--- config.mk ---
export PLATFORM = sky130hd
export DESIGN_NAME = decode_stage
export DESIGN_NICKNAME = d
export VERILOG_FILES = /design/src/rtl/cpu_pkg.sv /design/src/rtl/regfile.sv /design/src/rtl/decode_stage.sv
export SDC_FILE = /design/constraint.sdc
export NUM_CORES = 2
export LEC_CHECK = 0
export ABC_AREA = 1
export CORE_MARGIN = 5
export CORE_UTILIZATION = 31
export CTS_BUF_LIST = sky130_fd_sc_hd__clkbuf_2
export DETAILED_ROUTE_END_ITERATION = 10
export HOLD_SLACK_MARGIN = 0.05
export PLACE_DENSITY = 0.52
export SYNTH_ARGS = -nofsm -noshare
export SYNTH_HDL_FRONTEND = slang
export SYNTH_HIERARCHICAL = 1
export SYNTH_SLANG_ARGS = --single-unit
--- constraint.sdc ---
create_clock -name clk -period 2.85 [get_ports clk]
set_clock_uncertainty 0.05 [all_clocks]
set_input_delay 0.285 -clock clk [delete_from_list [all_inputs] [get_ports clk]]
set_output_delay 0.285 -clock clk [all_outputs]
set_load 0.02 [all_outputs]
--- src/rtl/cpu_pkg.sv ---
// Shared CPU definitions: ALU operation codes, RV32I opcode/funct constants,
// datapath width default and immediate builders used by decode and alu.
package cpu_pkg;

  localparam int XLEN_DEFAULT = 32;

  typedef enum logic [3:0] {
    ALU_ADD   = 4'd0,
    ALU_SUB   = 4'd1,
    ALU_SLL   = 4'd2,
    ALU_SLT   = 4'd3,
    ALU_SLTU  = 4'd4,
    ALU_XOR   = 4'd5,
    ALU_SRL   = 4'd6,
    ALU_SRA   = 4'd7,
    ALU_OR    = 4'd8,
    ALU_AND   = 4'd9,
    ALU_PASSB = 4'd10
  } alu_op_e;

  localparam logic [6:0] OPC_OP     = 7'b0110011;
  localparam logic [6:0] OPC_OP_IMM = 7'b0010011;
  localparam logic [6:0] OPC_LUI    = 7'b0110111;
  localparam logic [6:0] OPC_AUIPC  = 7'b0010111;

  localparam logic [6:0] F7_BASE = 7'b0000000;
  localparam logic [6:0] F7_ALT  = 7'b0100000;

  localparam logic [2:0] F3_ADD  = 3'b000;
  localparam logic [2:0] F3_SLL  = 3'b001;
  localparam logic [2:0] F3_SLT  = 3'b010;
  localparam logic [2:0] F3_SLTU = 3'b011;
  localparam logic [2:0] F3_XOR  = 3'b100;
  localparam logic [2:0] F3_SR   = 3'b101;
  localparam logic [2:0] F3_OR   = 3'b110;
  localparam logic [2:0] F3_AND  = 3'b111;

  function automatic logic [31:0] imm_i(input logic [31:0] instr);
    return {{20{instr[31]}}, instr[31:20]};
  endfunction

  function automatic logic [31:0] imm_u(input logic [31:0] instr);
    return {instr[31:12], 12'h000};
  endfunction

endpackage

--- src/rtl/regfile.sv ---
// 32 x XLEN register file: two combinational read ports, one edge-written
// write port, x0 hard-wired to zero, synchronous active-low clear.
module regfile
  import cpu_pkg::*;
#(
  parameter int XLEN = XLEN_DEFAULT
) (
  input  logic            clk,
  input  logic            rst_n,
  input  logic [4:0]      rs1_addr,
  input  logic [4:0]      rs2_addr,
  output logic [XLEN-1:0] rs1_data,
  output logic [XLEN-1:0] rs2_data,
  input  logic            we,
  input  logic [4:0]      wr_addr,
  input  logic [XLEN-1:0] wr_data
);

  logic [XLEN-1:0] regs_r [32];

  // Register array update: clear on reset, otherwise accept writeback
  always_ff @(posedge clk) begin
    if (!rst_n) begin
      for (int i = 0; i < 32; i++) begin
        regs_r[i] <= {XLEN{1'b0}};
      end
    end else if (we && (wr_addr != 5'd0)) begin
      regs_r[wr_addr] <= wr_data;
    end
  end

  // Read port 1 with x0 forced to zero
  always_comb begin
    rs1_data = {XLEN{1'b0}};
    if (rs1_addr != 5'd0) begin
      rs1_data = regs_r[rs1_addr];
    end else begin
      rs1_data = {XLEN{1'b0}};
    end
  end

  // Read port 2 with x0 forced to zero
  always_comb begin
    rs2_data = {XLEN{1'b0}};
    if (rs2_addr != 5'd0) begin
      rs2_data = regs_r[rs2_addr];
    end else begin
      rs2_data = {XLEN{1'b0}};
    end
  end

endmodule

--- src/rtl/decode_stage.sv ---
// RV32I decode stage: register read, ALU-bundle decode and a single output
// register with valid/ready handshake. Optional same-cycle writeback bypass
// is enabled by defining DECODE_WB_BYPASS_EN.
module decode_stage
  import cpu_pkg::*;
#(
  parameter int          XLEN     = XLEN_DEFAULT,
  parameter logic [31:0] RESET_PC = 32'h0000_0000
) (
  input  logic            clk,
  input  logic            rst_n,
  input  logic            in_valid,
  output logic            in_ready,
  input  logic [31:0]     in_instr,
  input  logic [XLEN-1:0] in_pc,
  input  logic            flush,
  input  logic            wb_we,
  input  logic [4:0]      wb_rd,
  input  logic [XLEN-1:0] wb_data,
  output logic            out_valid,
  input  logic            out_ready,
  output logic [XLEN-1:0] out_a,
  output logic [XLEN-1:0] out_b,
  output logic [3:0]      out_alu_op,
  output logic [4:0]      out_rd,
  output logic            out_rd_we,
  output logic            out_illegal,
  output logic [XLEN-1:0] out_pc
);

  logic [6:0]      opcode_s;
  logic [2:0]      funct3_s;
  logic [6:0]      funct7_s;
  logic [4:0]      rd_s;
  logic [4:0]      rs1_s;
  logic [4:0]      rs2_s;
  logic [4:0]      shamt_s;
  logic [XLEN-1:0] rf_rs1_s;
  logic [XLEN-1:0] rf_rs2_s;
  logic [XLEN-1:0] rs1_val_s;
  logic [XLEN-1:0] rs2_val_s;
  alu_op_e         alu_op_s;
  logic [XLEN-1:0] a_s;
  logic [XLEN-1:0] b_s;
  logic            illegal_s;
  logic            rd_we_s;
  logic            capture_s;

  logic            out_valid_r;
  logic [XLEN-1:0] out_a_r;
  logic [XLEN-1:0] out_b_r;
  logic [3:0]      out_alu_op_r;
  logic [4:0]      out_rd_r;
  logic            out_rd_we_r;
  logic            out_illegal_r;
  logic [XLEN-1:0] out_pc_r;

  assign opcode_s = in_instr[6:0];
  assign rd_s     = in_instr[11:7];
  assign funct3_s = in_instr[14:12];
  assign rs1_s    = in_instr[19:15];
  assign rs2_s    = in_instr[24:20];
  assign shamt_s  = in_instr[24:20];
  assign funct7_s = in_instr[31:25];

  regfile #(.XLEN(XLEN)) u_regfile (
    .clk      (clk),
    .rst_n    (rst_n),
    .rs1_addr (rs1_s),
    .rs2_addr (rs2_s),
    .rs1_data (rf_rs1_s),
    .rs2_data (rf_rs2_s),
    .we       (wb_we),
    .wr_addr  (wb_rd),
    .wr_data  (wb_data)
  );

`ifdef DECODE_WB_BYPASS_EN
  // Operand select: forward a same-cycle writeback to matching sources
  always_comb begin
    rs1_val_s = rf_rs1_s;
    rs2_val_s = rf_rs2_s;
    if (wb_we && (wb_rd != 5'd0) && (wb_rd == rs1_s)) begin
      rs1_val_s = wb_data;
    end else begin
      rs1_val_s = rf_rs1_s;
    end
    if (wb_we && (wb_rd != 5'd0) && (wb_rd == rs2_s)) begin
      rs2_val_s = wb_data;
    end else begin
      rs2_val_s = rf_rs2_s;
    end
  end
`else
  // Without bypass the operands see the pre-write register contents
  assign rs1_val_s = rf_rs1_s;
  assign rs2_val_s = rf_rs2_s;
`endif

  // Instruction decode into ALU operation and operands
  always_comb begin
    alu_op_s  = ALU_ADD;
    a_s       = rs1_val_s;
    b_s       = rs2_val_s;
    illegal_s = 1'b0;
    case (opcode_s)
      OPC_OP: begin
        if (funct7_s == F7_BASE) begin
          case (funct3_s)
            F3_ADD:  alu_op_s = ALU_ADD;
            F3_SLL:  alu_op_s = ALU_SLL;
            F3_SLT:  alu_op_s = ALU_SLT;
            F3_SLTU: alu_op_s = ALU_SLTU;
            F3_XOR:  alu_op_s = ALU_XOR;
            F3_SR:   alu_op_s = ALU_SRL;
            F3_OR:   alu_op_s = ALU_OR;
            F3_AND:  alu_op_s = ALU_AND;
            default: alu_op_s = ALU_ADD;
          endcase
        end else if ((funct7_s == F7_ALT) && (funct3_s == F3_ADD)) begin
          alu_op_s = ALU_SUB;
        end else if ((funct7_s == F7_ALT) && (funct3_s == F3_SR)) begin
          alu_op_s = ALU_SRA;
        end else begin
          illegal_s = 1'b1;
          alu_op_s  = ALU_ADD;
        end
      end
      OPC_OP_IMM: begin
        b_s = imm_i(in_instr);
        case (funct3_s)
          F3_ADD:  alu_op_s = ALU_ADD;
          F3_SLT:  alu_op_s = ALU_SLT;
          F3_SLTU: alu_op_s = ALU_SLTU;
          F3_XOR:  alu_op_s = ALU_XOR;
          F3_OR:   alu_op_s = ALU_OR;
          F3_AND:  alu_op_s = ALU_AND;
          F3_SLL: begin
            // shift immediates carry an unsigned shamt, not the sign-extended imm
            b_s = {{(XLEN-5){1'b0}}, shamt_s};
            if (funct7_s == F7_BASE) begin
              alu_op_s = ALU_SLL;
            end else begin
              illegal_s = 1'b1;
              alu_op_s  = ALU_ADD;
            end
          end
          F3_SR: begin
            b_s = {{(XLEN-5){1'b0}}, shamt_s};
            if (funct7_s == F7_BASE) begin
              alu_op_s = ALU_SRL;
            end else if (funct7_s == F7_ALT) begin
              alu_op_s = ALU_SRA;
            end else begin
              illegal_s = 1'b1;
              alu_op_s  = ALU_ADD;
            end
          end
          default: alu_op_s = ALU_ADD;
        endcase
      end
      OPC_LUI: begin
        alu_op_s = ALU_PASSB;
        a_s      = {XLEN{1'b0}};
        b_s      = imm_u(in_instr);
      end
      OPC_AUIPC: begin
        alu_op_s = ALU_ADD;
        a_s      = in_pc;
        b_s      = imm_u(in_instr);
      end
      default: begin
        illegal_s = 1'b1;
        alu_op_s  = ALU_ADD;
      end
    endcase
  end

  // Writeback request only for legal instructions targeting a real register
  always_comb begin
    rd_we_s = 1'b0;
    if (!illegal_s && (rd_s != 5'd0)) begin
      rd_we_s = 1'b1;
    end else begin
      rd_we_s = 1'b0;
    end
  end

  assign in_ready  = !out_valid_r || out_ready;
  assign capture_s = in_valid && in_ready;

  // Output bundle register; reset wins over flush, flush wins over capture
  always_ff @(posedge clk) begin
    if (!rst_n) begin
      out_valid_r   <= 1'b0;
      out_a_r       <= {XLEN{1'b0}};
      out_b_r       <= {XLEN{1'b0}};
      out_alu_op_r  <= 4'd0;
      out_rd_r      <= 5'd0;
      out_rd_we_r   <= 1'b0;
      out_illegal_r <= 1'b0;
      out_pc_r      <= RESET_PC;
    end else if (flush) begin
      out_valid_r <= 1'b0;
    end else if (capture_s) begin
      out_valid_r   <= 1'b1;
      out_a_r       <= a_s;
      out_b_r       <= b_s;
      out_alu_op_r  <= alu_op_s;
      out_rd_r      <= rd_s;
      out_rd_we_r   <= rd_we_s;
      out_illegal_r <= illegal_s;
      out_pc_r      <= in_pc;
    end else if (out_ready) begin
      out_valid_r <= 1'b0;
    end
  end

  assign out_valid   = out_valid_r;
  assign out_a       = out_a_r;
  assign out_b       = out_b_r;
  assign out_alu_op  = out_alu_op_r;
  assign out_rd      = out_rd_r;
  assign out_rd_we   = out_rd_we_r;
  assign out_illegal = out_illegal_r;
  assign out_pc      = out_pc_r;

endmodule

---- Yosys cells after proc, flatten, opt, wreduce, memory -nomap -nowiden ----
Memories as Yosys holds them, arrays and structs flattened.
Index checks and enable logic that the tools add are counted.
Widths: inputs -> output; s select.
storage, ports and cells
  flip-flop bits (word level) ............. 108
  bits in latches ......................... 0
  RAM bits ................................ 1024
  bits in read-only memories .............. 32
  memories ................................ 2
operators by class
  add/sub/neg operators ................... 0
  multipliers ............................. 0
  divide/modulo/power cells ............... 0
  $lt $le $gt $ge ......................... 0
  equal/unequal tests ..................... 12
  shifts and indexed selects .............. 0
  mux-type cells .......................... 31
  bitwise gates (word level) .............. 2
  reduce and logical (&&, ||, !) cells .... 20
memories
  memory            depth  bits a word  read ports  clocked after Yosys merged registers in  write ports  line                 RTL
  u_regfile.regs_r  32     32           2           0                                        32           regfile.sv:19        logic [XLEN-1:0] regs_r [32];
  (no name shown)   8      4            1           0                                        0            decode_stage.sv:109  case (funct3_s)
operators by type and width
  kind                number
  $mux 32             4
  $pmux 32 s2         2
  $pmux 4 s8          1
  $reduce_or 32->1    1
  $eq 7x6->1 const B  3
  $reduce_bool 5->1   4
  $eq 7x5->1 const B  2
  $mux 1              14
  $eq 3x3->1 const B  4
  $mux 3              4
  $pmux 4 s3          1
  $logic_not 7->1     1
  $eq 3x2->1 const B  2
  $reduce_or 2->1     3
  $logic_and 1x1->1   5
  $mux 5              1
  $mux 4              1
  $eq 3x1->1 const B  1
  $logic_not 3->1     1
  $pmux 1 s3          1
  $logic_not 1->1     2
  $mux 2              1
  $not 1->1           2
  $pmux 1 s2          1
  3 further kinds     3

---- Depth between registers and ports, before layout ----
  depth after elaboration ................. 9
  depth in mapped cells ................... 17
  mapped depth without buffers ............ 13

---- By module ----
Netlist, hierarchy kept.
by module, submodules not included
  module        times used  cells an instance  area an instance (um^2)  seq. area each (um^2)
  regfile       1           7277               56620.6                  30749.5
  decode_stage  1           726                5109.9                   2162.1

---- Worst setup path after synthesis ----
Ideal clock, no wire load.
  path type ............................... in2reg
  start point ............................. input wb_rd[3]
  end point ............................... memory u_regfile/regs_r[10][0] in the netlist's numbering (enable)
  library setup time ...................... 389 ps
  arrival ................................. 1916 ps
  required time ........................... 2411 ps
  slack ................................... 494 ps
  stages on the path ...................... 11
  cell sequence ........................... inv_1 -> nand3_1 -> inv_1 -> nand2_1 -> nand3_1 -> inv_1 -> nand3_1 -> inv_1 -> nand2_1 -> buf_2 -> nand2_1
RTL lines
  element          line                RTL
  start, declared  decode_stage.sv:18  input logic [4:0] wb_rd,
  end, declared    regfile.sv:19

---- Worst setup path after layout ----
  start point ............................. input in_instr[16]
  end point ............................... register out_a_r[7], in the netlist out_a[7]
between the ends
  longest elaborated chain between the ends .. 3
  elaborated cells on any way between the ends .. 4
ends and longest elaborated chain
  element                                             line                 RTL
  start, declared                                     decode_stage.sv:14   input logic [31:0] in_instr,
  $mem_v2 32x32 or $reduce_bool 5->1 (tied branches)  --
  $mux 32 (*)                                         regfile.sv:35        if (rs1_addr != 5'd0) begin
  net rf_rs1_s[7]                                     decode_stage.sv:38   logic [XLEN-1:0] rf_rs1_s;
  $pmux 32 s2 (*)                                     decode_stage.sv:106  case (opcode_s)
  end signal, assigned                                decode_stage.sv:196  out_a_r <= {XLEN{1'b0}};
  end signal, assigned                                decode_stage.sv:207  out_a_r <= a_s;
  end, declared                                       decode_stage.sv:50   logic [XLEN-1:0] out_a_r;
The timed path passes the listed nets; every way through them passes the cells marked *.
A chain may end at the register's enable or synchronous reset.

==> flow_summary.json <==
{
  "status": "complete, but fails checks",
  "violations": "setup timing",
  "wirelength_um": 274000,
  "worstPathRequired_ns": 4.50,
  "cts_sinks": 1132,
  "die_area_sq_um": 208000,
  "tightest_slew_ns": 1.31,
  "cts.reportedPaths.clkPinSlew_ns": 0.09,
  "critPathTopFamily": "buffers and inverters",
  "worstPathCellList": "dlygate4sd3_1, buf_8, dlygate4sd3_1, buf_12, buf_12, nand3_1, nand3_1, nand2_1, nor2_1, nand2_1, nand2_1, nor2_1, buf_4, nand2_1, o21ai_1, dlygate4sd3_1, o21ai_1, inv_1",
  "drt_iter0_drc": 7987,
  "crit_top_cell": "nand2_1",
  "cp_num_buf_inv": 8,
  "port_buffers": 215,
  "core_sq_um": 198000,
  "layout-drive-gt1-share_pct": 13.9,
  "cts_tree": "yes",
  "vias_per_cell": 5.32,
  "cp_num_cells": 18,
  "area_growth_pct": 23.9,
  "synth_top_cell_area_share_pct": 49.8,
  "cp_max_fo": 26,
  "antenna_found_initial": 10,
  "cp.arrival_ns": 4.53,
  "start_util_pct": 31.2,
  "fmaxAchievable_mhz": 348,
  "rsz0062_at_grt": "yes",
  "dpl.hpwl_um": 175000,
  "yosysSeqAreaShare_pct": 53.3,
  "end_kind": "register",
  "hold_viol": 0,
  "synth_edf_count": 1024,
  "avgSynthCellArea_sq_um": 7.71,
  "num_vias": 62000,
  "htreeDepth": 5,
  "synthMostInstantiatedCell": "nand2_1",
  "period_share_pct": 101,
  "yosysWarnings": 6,
  "track_usage_pct": 25.2,
  "totalPowerFinal_uw": 38400,
  "fillers": 20200,
  "ctsRootBufferMaster": "clkbuf_2",
  "io-pin-count": 216,
  "report.final.slew_viol_count": 0,
  "critPathLaunchType": "input pin",
  "ys_top_cells_by_area": "edfxtp_1 (50%), nand2_1 (14%), nor2_1 (12%)",
  "cellLeakagePower_uw": 0.0329,
  "cellPowerDensity_nw_per_um2": 502,
  "ys_types": 36,
  "netlist_area_sq_um": 61700,
  "grt_first_pass_wirelength_um": 395000,
  "path_class": "in -> reg",
  "fin_nets": 8888,
  "r2r_cells": 11,
  "fin_ws_ns": -0.0229,
  "holdWs_ns": 0.214,
  "worstHoldPathCells": 11,
  "async_reset_ff_share_pct": 0,
  "yosys_register_bits": 1132,
  "clk_latency_ns": 1.85,
  "slowest_stage": "dlygate4sd3_1",
  "relSlewSlack_pct": 12.9,
  "ant_nets": 0,
  "row_count": 163,
  "die_w_um": 456,
  "cts_buffers": 320,
  "wl_per_cell_um": 23.5,
  "synthTopCellsByCount": "nand2_1 (2255), nor2_1 (1915), edfxtp_1 (1024)",
  "synth_top_area_cell": "edfxtp_1",
  "critical_path.max_stage_delay_ns": 0.91,
  "fp.dieH_um": 456,
  "routabilityCongestion": 0.898,
  "first_pass_iters": 8,
  "period_minus_slack_ns": 2.87,
  "min_path_type": "in -> reg",
  "drv_cap": 0,
  "grt_max_degree": 74,
  "max-vdd-ir-drop_uv": 411,
  "synth_ff_type": "edfxtp_1",
  "syn_inst": 8003,
  "grt_pass1_vias": 59200,
  "finalSetupViolCount": 1,
  "drc": 0,
  "final_util_pct": 38.7,
  "clock_path_buffers": 4,
  "overflow": 0
}
[flip-flops by register name (all words and copies together) (netlist names)]
signal	flops
out_alu_op	4
u_regfile/regs_r	1024
out_a	32
out_rd_we	1
out_pc	32
out_b	32
out_rd	5
out_illegal	1
out_valid	1
[worst register-to-register path, stage by stage (launching register included)]
cell	delay, ns
dfxtp_2	0.35
inv_2	0.04
nor2_2	0.09
inv_2	0.09
buf_4	0.15
nand2_2	0.10
inv_6	0.08
buf_12	0.18
dlygate4sd3_1	0.67
o21ai_0	0.21
a21oi_1	0.07
dlygate4sd3_1	0.57
[worst paths after layout]
kind,start,end,slack [ns]
max,in_instr[16],out_a[7]$_SDFFE_PN0P_,-0.02
min,in_instr[13],out_alu_op[1]$_SDFFE_PN0P_,0.21
max reg2reg,out_valid$_SDFFE_PP0P_,out_pc[10]$_SDFFE_PN0P_,0.14
min reg2reg,out_alu_op[2]$_SDFFE_PN0P_,out_alu_op[2]$_SDFFE_PN0P_,0.42
[kinds of logic (layout without fill, tap and decap cells)]
family,after synthesis,count (layout),synth area share (%)
other,1,50,0.00607
adders and majority gates,4,4,0.0811
AOI/OAI and AO/OA,752,752,6.55
DFF,1132,1132,53.3
and+or+nand+nor,5184,5184,33.7
buffers and inverters,930,1880,6.39
[cell usage in the layout (no fill, tap or decap), drive strengths merged]
| master | instances |
|---|---|
| buf | 632 |
| dfxtp | 108 |
| nor3 | 11 |
| a21oi | 141 |
| conb | 32 |
| a21o | 1 |
| clkbuf | 451 |
| dlymetal6s2s | 1 |
| clkinv | 72 |
| dlygate4sd2 | 1 |
| a31oi | 25 |
| nor2 | 1920 |
| clkdlybuf4s50 | 95 |
| ha | 4 |
| o21ai | 540 |
| o21a | 1 |
| nand4 | 2 |
| dlymetal6s4s | 5 |
| inv | 266 |
| nand3 | 993 |
| nand2 | 2257 |
| o211ai | 41 |
| o221ai | 1 |
| edfxtp | 1024 |
| nand3b | 1 |
| bufinv | 1 |
| a211oi | 2 |
| diode | 18 |
| dlygate4sd3 | 356 |
[metal layers]
| metal | GRT usage [%] | part of all wire, % |
|---|---|---|
| met1 | 33.1 | 40 |
| met3 | 5.11 | 9.8 |
| met4 | 13.2 | 5.7 |
| met5 | 0 | 0 |
| met2 | 39.3 | 45 |
[through the flow]
stage / area (sq um) / worst slack (ns) / TNS [ns] / cells
floorplan: 61800 / 0.494 / 0 / 8034
global placement: 70100 / -0.166 / -21.27 / 10700
detailed placement: 70100 / -0.109 / -3.92 / 10700
CTS: 76200 / -0.159 / -1.52 / 11600
global route: 76400 / -0.247 / -4.80 / 11600
finish: 76500 / -0.0229 / -0.0229 / 11600
[power by group]
group | leakage, uW | internal, uW | switching [uW]
Clock | 0.00206 | 4280 | 7360
Combinational | 0.0202 | 2480 | 4740
Sequential | 0.0107 | 19000 | 530
[area by class of cell]
| class | instances | area [sq um] | area share, % |
|---|---|---|---|
| tap | 2640 | 3300 | 4.32 |
| sequential | 1132 | 33000 | 43.1 |
| clock inverter | 80 | 345 | 0.452 |
| antenna | 18 | 45.0 | 0.0589 |
| timing repair buffer | 1092 | 11400 | 14.9 |
| inverter | 259 | 1010 | 1.33 |
| multi-input combinational | 5972 | 25100 | 32.8 |
| clock buffer | 449 | 2250 | 2.94 |
[timing repair]
item / in CTS / in global routing
setup endpoints to repair: 109 / 133
hold buffers: 367 / 3
buffers inserted: 1 / 6
hold endpoints to repair: 2124 / 40
resized for setup: 578 / 74
pin swaps: 1 / 2
cloned: 0 / 1
Note: power is estimated with default switching activity, not from simulation.
